**config.mk**
```make
export PLATFORM = sky130hd
export DESIGN_NAME = haar_stage_scheduler
export DESIGN_NICKNAME = d
export VERILOG_FILES = /design/src/rtl/haar_stage_scheduler.sv
export SDC_FILE = /design/constraint.sdc
export NUM_CORES = 1
export LEC_CHECK = 0
export ABC_AREA = 1
export ABC_CLOCK_PERIOD_IN_PS = 1740
export BUFFER_PORTS_ARGS = -buffer_cell sky130_fd_sc_hd__buf_2
export CAP_MARGIN = 20
export CELL_PAD_IN_SITES_DETAIL_PLACEMENT = 1
export CELL_PAD_IN_SITES_GLOBAL_PLACEMENT = 1
export CORE_MARGIN = 4
export CORE_UTILIZATION = 35
export CTS_CLUSTER_DIAMETER = 80
export CTS_CLUSTER_SIZE = 20
export DETAILED_ROUTE_END_ITERATION = 10
export GPL_ROUTABILITY_DRIVEN = 0
export PLACE_DENSITY_LB_ADDON = 0.1
export SLEW_MARGIN = 25
export SYNTH_ARGS = -nofsm -noshare
export SYNTH_HDL_FRONTEND = slang
export SYNTH_SLANG_ARGS = --single-unit
```
**constraint.sdc**
```tcl
create_clock -name clk_fpga -period 1.74 [get_ports clk_fpga]
set_input_delay 0.348 -clock clk_fpga [delete_from_list [all_inputs] [get_ports clk_fpga]]
set_output_delay 0.348 -clock clk_fpga [all_outputs]
set_load 0.02 [all_outputs]
```
**src/rtl/haar_stage_scheduler.sv**
```systemverilog
// haar_stage_scheduler
//   Runs the Haar cascade for one candidate window at a time. Stages are
//   launched in order (one-cycle start pulse each) and the scheduler waits for
//   the launched stage's verdict. The first reject ends the window early, and
//   so does a stage that stays silent for TIMEOUT cycles. Each window produces
//   exactly one face / no-face result, held until the consumer takes it.
//   Saturating counters record the delivered faces and rejects.
// Ports
//   clk_fpga, reset_fpga         clock (rising edge), async active-low reset
//   cand_valid/ready/index       candidate window handshake, index latched on accept
//   stage_start                  one-hot start pulse to the stage classifiers
//   stage_done/pass              per-stage verdict strobe and verdict
//   res_valid/ready              result handshake
//   res_index/face/stage/timeout result fields, stable while res_valid is high
//   busy                         scheduler not idle
//   face_count, reject_count     saturating delivered-result statistics
module haar_stage_scheduler #(
  parameter int DATA_WIDTH_16 = 16,
  parameter int NUM_STAGES    = 10,
  parameter int STAGE_W       = 4,
  parameter int TIMEOUT       = 1023,
  parameter int TIMEOUT_W     = 10
) (
  input  logic                     clk_fpga,
  input  logic                     reset_fpga,
  input  logic                     cand_valid,
  output logic                     cand_ready,
  input  logic [DATA_WIDTH_16-1:0] cand_index,
  output logic [NUM_STAGES-1:0]    stage_start,
  input  logic [NUM_STAGES-1:0]    stage_done,
  input  logic [NUM_STAGES-1:0]    stage_pass,
  output logic                     res_valid,
  input  logic                     res_ready,
  output logic [DATA_WIDTH_16-1:0] res_index,
  output logic                     res_face,
  output logic [STAGE_W-1:0]       res_stage,
  output logic                     res_timeout,
  output logic                     busy,
  output logic [DATA_WIDTH_16-1:0] face_count,
  output logic [DATA_WIDTH_16-1:0] reject_count
);

  localparam logic [1:0] S_IDLE   = 2'd0;
  localparam logic [1:0] S_LAUNCH = 2'd1;
  localparam logic [1:0] S_WAIT   = 2'd2;
  localparam logic [1:0] S_REPORT = 2'd3;

  localparam logic [STAGE_W-1:0]   LAST_STAGE = STAGE_W'(NUM_STAGES - 1);
  localparam logic [TIMEOUT_W-1:0] TMO_LAST   = TIMEOUT_W'(TIMEOUT - 1);

  logic [1:0]               state_q, state_d;
  logic [STAGE_W-1:0]       stage_q, stage_d;
  logic [TIMEOUT_W-1:0]     timer_q, timer_d;
  logic [DATA_WIDTH_16-1:0] index_q, index_d;
  logic                     face_q, face_d;
  logic                     tmo_q, tmo_d;
  logic [DATA_WIDTH_16-1:0] fcnt_q, fcnt_d;
  logic [DATA_WIDTH_16-1:0] rcnt_q, rcnt_d;

  // One-hot decode of the current stage; it selects which done/pass bit is
  // honoured and doubles as the start pulse pattern.
  logic [NUM_STAGES-1:0] stage_sel;
  for (genvar gi = 0; gi < NUM_STAGES; gi++) begin : g_sel
    assign stage_sel[gi] = (stage_q == STAGE_W'(gi));
  end

  logic cur_done, cur_pass;
  assign cur_done = |(stage_done & stage_sel);
  assign cur_pass = |(stage_pass & stage_sel);

  always_comb begin
    state_d = state_q;
    stage_d = stage_q;
    timer_d = timer_q;
    index_d = index_q;
    face_d  = face_q;
    tmo_d   = tmo_q;
    fcnt_d  = fcnt_q;
    rcnt_d  = rcnt_q;
    case (state_q)
      S_IDLE: begin
        if (cand_valid) begin
          index_d = cand_index;
          stage_d = '0;
          face_d  = 1'b0;
          tmo_d   = 1'b0;
          state_d = S_LAUNCH;
        end
      end
      S_LAUNCH: begin
        timer_d = '0;
        state_d = S_WAIT;
      end
      S_WAIT: begin
        timer_d = timer_q + TIMEOUT_W'(1);
        // A verdict in the final timer cycle still counts; timeout only
        // applies when nothing arrived.
        if (cur_done) begin
          if (!cur_pass) begin
            state_d = S_REPORT;
          end else if (stage_q == LAST_STAGE) begin
            face_d  = 1'b1;
            state_d = S_REPORT;
          end else begin
            stage_d = stage_q + STAGE_W'(1);
            state_d = S_LAUNCH;
          end
        end else if (timer_q == TMO_LAST) begin
          tmo_d   = 1'b1;
          state_d = S_REPORT;
        end
      end
      default: begin
        if (res_ready) begin
          if (face_q) begin
            if (!(&fcnt_q)) fcnt_d = fcnt_q + DATA_WIDTH_16'(1);
          end else begin
            if (!(&rcnt_q)) rcnt_d = rcnt_q + DATA_WIDTH_16'(1);
          end
          state_d = S_IDLE;
        end
      end
    endcase
  end

  always_ff @(posedge clk_fpga or negedge reset_fpga) begin
    if (!reset_fpga) begin
      state_q <= S_IDLE;
      stage_q <= '0;
      timer_q <= '0;
      index_q <= '0;
      face_q  <= 1'b0;
      tmo_q   <= 1'b0;
      fcnt_q  <= '0;
      rcnt_q  <= '0;
    end else begin
      state_q <= state_d;
      stage_q <= stage_d;
      timer_q <= timer_d;
      index_q <= index_d;
      face_q  <= face_d;
      tmo_q   <= tmo_d;
      fcnt_q  <= fcnt_d;
      rcnt_q  <= rcnt_d;
    end
  end

  // cand_ready is qualified with the reset so every output reads 0 while
  // reset is held, even though the state register rests in IDLE.
  assign cand_ready   = (state_q == S_IDLE) & reset_fpga;
  assign busy         = (state_q != S_IDLE);
  assign stage_start  = (state_q == S_LAUNCH) ? stage_sel : '0;
  assign res_valid    = (state_q == S_REPORT);
  assign res_index    = index_q;
  assign res_face     = face_q;
  assign res_stage    = stage_q;
  assign res_timeout  = tmo_q;
  assign face_count   = fcnt_q;
  assign reject_count = rcnt_q;

endmodule

```
==> out/results.ini, run 1 <==
[floorplanning]
die-width_microns = 113
row_count = 38
die-height_microns = 113
initial_core_util_pct = 35.9
dieArea_sq_um = 12900
coreArea_sq_um = 10800
pin_count = 107

[global_routing]
grt_pass1_vias = 3877
grt_max_degree = 67
grt_usage_pct = 17.7
antenna_found_initial = 0
grt_pass1_wl_mm = 18.4
grt_overflow_total = 0

[job]
maxCapViolations = 0

[detailed_routing]
drc_errors = 0
dr.pass1.iters = 4
drtIter0Drc = 130
vias = 3666
viasPerCell = 4.85
wl_per_cell_microns = 15.9
detail-route-antenna-nets = 0
wl_mm = 12.0

[yosys]
syn_inst = 455
syn-mean-instance-area_sq_um = 8.55
ys_seq_elements = 66
synth_cell_types = 37
synth_seq_area_share_pct = 42.4
synthesis.nets = 508
syn-cell-area_sq_um = 3890
ys.warnings.count = 0

[final_layout]
register_area_sq_um = 1660
area_delta_synth_final_pct = 43.4
layout_common_cells = 100 x nand2_1, 94 x buf_2, 62 x dfrtp_1
finalInstanceArea_sq_um = 5580
final_cells = 756
fillCellCount = 1326
num_antenna_cells = 0
multi_input_area_sq_um = 2250
layout_commonest_cell = nand2_1
final_net_count = 664
drive_above_1_share_pct = 44.0
fin_util_pct = 51.5

[clocking]
clkLatencyLatePin_ps = 350
clk_pin_slew_worst_paths_ps = 70
numCtsBuffers = 9
cts_buffer_depth = 2
clock-sinks = 66
cts_tree = done
htreeDepth = 3
root_buffer = clkbuf_8
postCtsHoldBufs = 0

[place]
dp.cells = 721
place.port_buffers = 106
place_area_sq_um = 4780
dp_hpwl_mm = 8.34

[pwr]
p_leak_nw = 2.73
power-per-cell-area_nw_per_um2 = 1440
vdd_drop_max_mv = 0.780

[critical_path]
required_ps = 1390
critPathKind = reg -> out
arrival_ps = 1470
crit_path_top_delay_cell = dfrtp_2
cp_cell_sequence = inv_2 -> ha_4 -> nand3_2 -> nor2_4 -> buf_6
critPathMaxFanout = 7
startpoint_type = register
cp-end-kind = primary output
critical_path.max_stage_delay_ps = 460

[sta]
fin_crit_sh_pct = 105
min_period_ps = 1820
final_hold_viol_count = 0
final-setup-viol-count = 16
fin_skew_ps = 4.30
max_freq_ghz = 0.549
finalMaxSlewViolations = 0
worst_slew_pin_slew_ps = 880
rsz0062_at_grt = yes
max-slew-margin-rel_pct = 41.3
setup_ws_ps = -81.0
holdWs_ps = 226

[status]
violations = setup timing
outcome = finished, violations left

[worst_hold_path]
hold_class = in -> async

-- flip-flops by register name, summed over array words and instances, names as in the netlist --
signal / flops
res_face: 1
face_count: 16
state_q: 2
reject_count: 16
res_index: 16
res_timeout: 1
res_stage: 4
timer_q: 10
-- critical path: cells and delay by family, from the launching register on --
family                     cells  cell delay (ps)
and+or+nand+nor                2              250
buffers and inverters          2              230
DFF                            1              460
adders and majority gates      1              190
-- routing by layer --
layer  vias up  wire, microns  GRT usage (%)
li1       1777              -              -
met1      1774           5200           21.8
met2       100           5940           30.5
met3        15            699           5.36
met4         0            141           4.49
met5         -              0              0
-- Yosys cell counts --
cell type  instances  area [sq um]
ha_1              13           163
nand3_1           27           135
buf_6              6          67.6
inv_2              1          3.75
a21oi_1            6          30.0
nor3_4             1          16.3
inv_8              1          11.3
xor2_1            22           193
nor2_1            50           188
nand2_4            3          33.8
nand3b_1           2          15.0
buf_2              5          25.0
nand2_2            3          18.8
o31ai_1            1          7.51
o21ai_2            5          43.8
nor4_1             1          6.26
mux2_2            16           180
and3_1             1          6.26
o22ai_1            1          6.26
nor3_2             2          20.0
nand3_2            4          40.0
nor3_1            12          60.1
nand2_1          113           424
nor2_8             1          20.0
dfrtp_1           66          1650
nand4_1           14          87.6
nor2_4             1          11.3
xnor2_1            8          70.1
inv_4              1          6.26
nor4_2             1          12.5
o21ai_0           11          55.1
nor2_2             2          12.5
o21ai_1            7          35.0
nand3_4            4          70.1
a21boi_0           1          7.51
clkinv_1           1          3.75
inv_1             41           154
-- through the flow --
step / total power (W) / setup WS (ps) / TNS [ps]
floorplan: 0.00447 / 11.2 / 0
global placement: 0.00575 / 42.8 / 0
detailed placement: 0.00584 / 1.50 / 0
CTS: 0.00776 / -110 / -931
global route: 0.00859 / -137 / -2790
finish: 0.00801 / -81.0 / -609
-- logic make-up after synthesis --
group / Yosys count / share of synthesized area (%)
buf+inv: 56 / 6.98
flops: 66 / 42.4
mux: 16 / 4.63
simple gates: 242 / 30.3
compound gates: 32 / 4.76
xor+xnor: 30 / 6.75
fa+ha+maj: 13 / 4.18
-- worst paths after layout --
check	startpoint	endpoint	slack, ps	cells after the start
setup reg to reg	res_stage[1]	res_stage[1]	-30	13
hold reg to reg	timer_q[5]	timer_q[5]	490	1
hold / removal	reset_fpga	res_stage[1]	230	2
setup / recovery	res_stage[0]	stage_start[8]	-80	5
max in group asynchronous	reset_fpga	res_stage[3]	910	2
min in group clk_fpga	cand_index[8]	res_index[8]	230	2
-- where the power goes --
| group | internal (W) | switching [W] | leakage (nW) |
|---|---|---|---|
| Combinational | 0.00178 | 0.00240 | 1.79 |
| Clock | 0.000813 | 0.000644 | 0.110 |
| Sequential | 0.00199 | 0.000375 | 0.832 |
| Total | 0.00459 | 0.00342 | 2.73 |
-- repair_timing --
item                                    CTS  global route
resized for setup                        66            43
cloned                                    1             1
endpoints found under the setup margin   15            35
pin swaps                                13            15
buffers inserted                          5            13
hold endpoints to repair                  0             0
-- final cells by class --
class	instances	area share, %
inverter	45	3.39
multi-input combinational	333	40.4
timing repair buffer	156	19.5
clock inverter	6	1.64
sequential	66	29.7
tap	140	3.14
clock buffer	10	2.29
(Power assumes the default switching activity.)
==> run 2, diff against run 1 <==
Settings changed: CORE_MARGIN 4 to default.
==> run 2 against run 1 <==
Effect of this change:
- the flow finishes with violations (DRC, setup timing)
- clock power is 21% higher
- cell area is 3.4% higher
- hold slack better by 4.9 ps
- largest power group unchanged
- highest routed layer unchanged
==> out/results.ini, run 2 (synthesized netlist as in run 1, its figures left out) <==
[detailed_routing]
wl_per_cell_microns = 16.4
top_layer_used = met4
drc_errors = 1
wl_met2_mm = 6.55
vias = 3778
wl_mm = 12.6
drt-met1-wl_mm = 5.15
dr.pass1.iters = 7
dr_wl_met3_microns = 604
drtIter0Drc = 115
detail-route-antenna-nets = 0
viasPerCell = 4.95

[clocking]
clkLatencyLatePin_ps = 350
clock-sinks = 66
root_buffer = clkbuf_8
cts_tree = done
htreeDepth = 3
clk_pin_slew_worst_paths_ps = 80
cts_buffer_depth = 2
numCtsBuffers = 9

[final_layout]
num_antenna_cells = 0
area_delta_synth_final_pct = 48.2
drive_above_1_share_pct = 45.8
layout_common_cells = 94 x nand2_1, 93 x buf_2, 63 x dfrtp_1
final_net_count = 672
fin_util_pct = 53.2
layout_commonest_cell = nand2_1

[critical_path]
path_buf_inv = 2
crit_path_top_delay_cell = dfrtp_1
r2r_slack_ps = -120
critPathMaxFanout = 8
startpoint_type = register
arrival_ps = 1560
cp_cell_sequence = buf_6 -> nor2_8 -> nand2_1 -> nor2_4 -> buf_6
cp_common_cell = buf_6
critPathTopFamily = simple AND/OR/NAND/NOR gates
required_ps = 1390
critPathKind = reg -> out
cp-end-kind = primary output
critical_path.max_stage_delay_ps = 430

[sta]
fin_crit_sh_pct = 110
rsz0062_at_grt = yes
setup_ws_ps = -171
min_period_ps = 1910
final-setup-viol-count = 16
final_hold_viol_count = 0
max_freq_ghz = 0.523
max-slew-margin-rel_pct = 40.4
finalMaxSlewViolations = 0
holdWs_ps = 231
fin_skew_ps = 9.50
worst_slew_pin_slew_ps = 895

[global_routing]
grt_overflow_total = 0
grt_max_degree = 67
grt_usage_pct = 21.2
grt_pass1_vias = 3915
antenna_found_initial = 0
grt_pass1_wl_mm = 19.1

[pwr]
p_leak_nw = 2.84
vdd_drop_max_mv = 0.786
power-per-cell-area_nw_per_um2 = 1470

[floorplanning]
die-width_microns = 107
dieArea_sq_um = 11500
die-height_microns = 107
pin_count = 107
initial_core_util_pct = 35.9
row_count = 38
coreArea_sq_um = 10800

[worst_hold_path]
hold_class = in -> async

[place]
dp_hpwl_mm = 7.97
place.port_buffers = 106

[status]
violations = DRC, setup timing
outcome = finished, violations left

[job]
maxCapViolations = 0

[run 2: cell types whose count changed in the layout (fill, tap and decap cells not counted), moves of 3 or more]
cell	change
buf_4	+3
inv_1	-3
buf_6	+6
nand2_4	+6
nand2_1	-6
nor3_2	-3
[run 2: area by class of cell]
type	instances	area [sq um]
Fill cell	1305	5070
Multi-Input combinational cell	333	2320
Sequential cell	66	1660
Timing Repair Buffer	164	1160
Inverter	45	191
Tap cell	140	175
Clock buffer	11	141
Clock inverter	5	125
[run 2: timing repair]
action / 4_1_cts / 5_1_grt
pin swaps: 18 / 28
cloned: 1 / 0
setup endpoints to repair: 22 / 37
hold buffers: 0 / 0
buffers inserted: 19 / 11
hold endpoints to repair: 0 / 0
resized for setup: 83 / 52
[run 2: path summary, 6_finish.rpt]
kind | cells after the start | from | endpoint
setup / recovery | 5 | res_stage[3] | stage_start[4]
hold / removal | 2 | reset_fpga | res_stage[3]
setup reg to reg | 12 | res_stage[1] | res_stage[0]
hold reg to reg | 1 | timer_q[5] | timer_q[5]
max in group asynchronous | 2 | reset_fpga | res_stage[2]
min in group clk_fpga | 2 | cand_index[13] | res_index[13]
[run 2: stage by stage]
step | std cells | setup TNS (ps) | worst slack (ps) | instance area [sq um] | total power, W
2_1_floorplan | 455 | 0 | 11.2 | 3890 | 0.00447
3_3_place_gp | 718 | 0 | 12.1 | 4770 | 0.00563
3_5_place_dp | 718 | -257 | -71.7 | 4770 | 0.00571
4_1_cts | 753 | -487 | -67.7 | 5490 | 0.00810
5_1_grt | 764 | -2650 | -205 | 5770 | 0.00901
6_report | 764 | -1430 | -171 | 5770 | 0.00847
[run 2: routing by layer]
metal,vias up,GRT usage (%)
met3,19,5.21
met2,125,37.3
met5,-,0
met1,1839,25.4
li1,1795,-
met4,0,6.85
[run 2: worst register-to-register path, cell delays in order (launching register included)]
cell	delay [ps]
dfrtp_2	440
buf_6	140
ha_4	190
buf_4	140
nand4_1	120
nand3_2	130
nor2_1	160
nand2_2	100
nand3_4	110
nand2_4	70
nand2_4	80
nand2_1	60
nand2_1	60
[run 2: power by group]
group | switching, W | internal [W] | leakage [nW]
clock network | 0.000625 | 0.00114 | 0.134
logic | 0.00251 | 0.00184 | 1.87
registers | 0.000368 | 0.00200 | 0.833
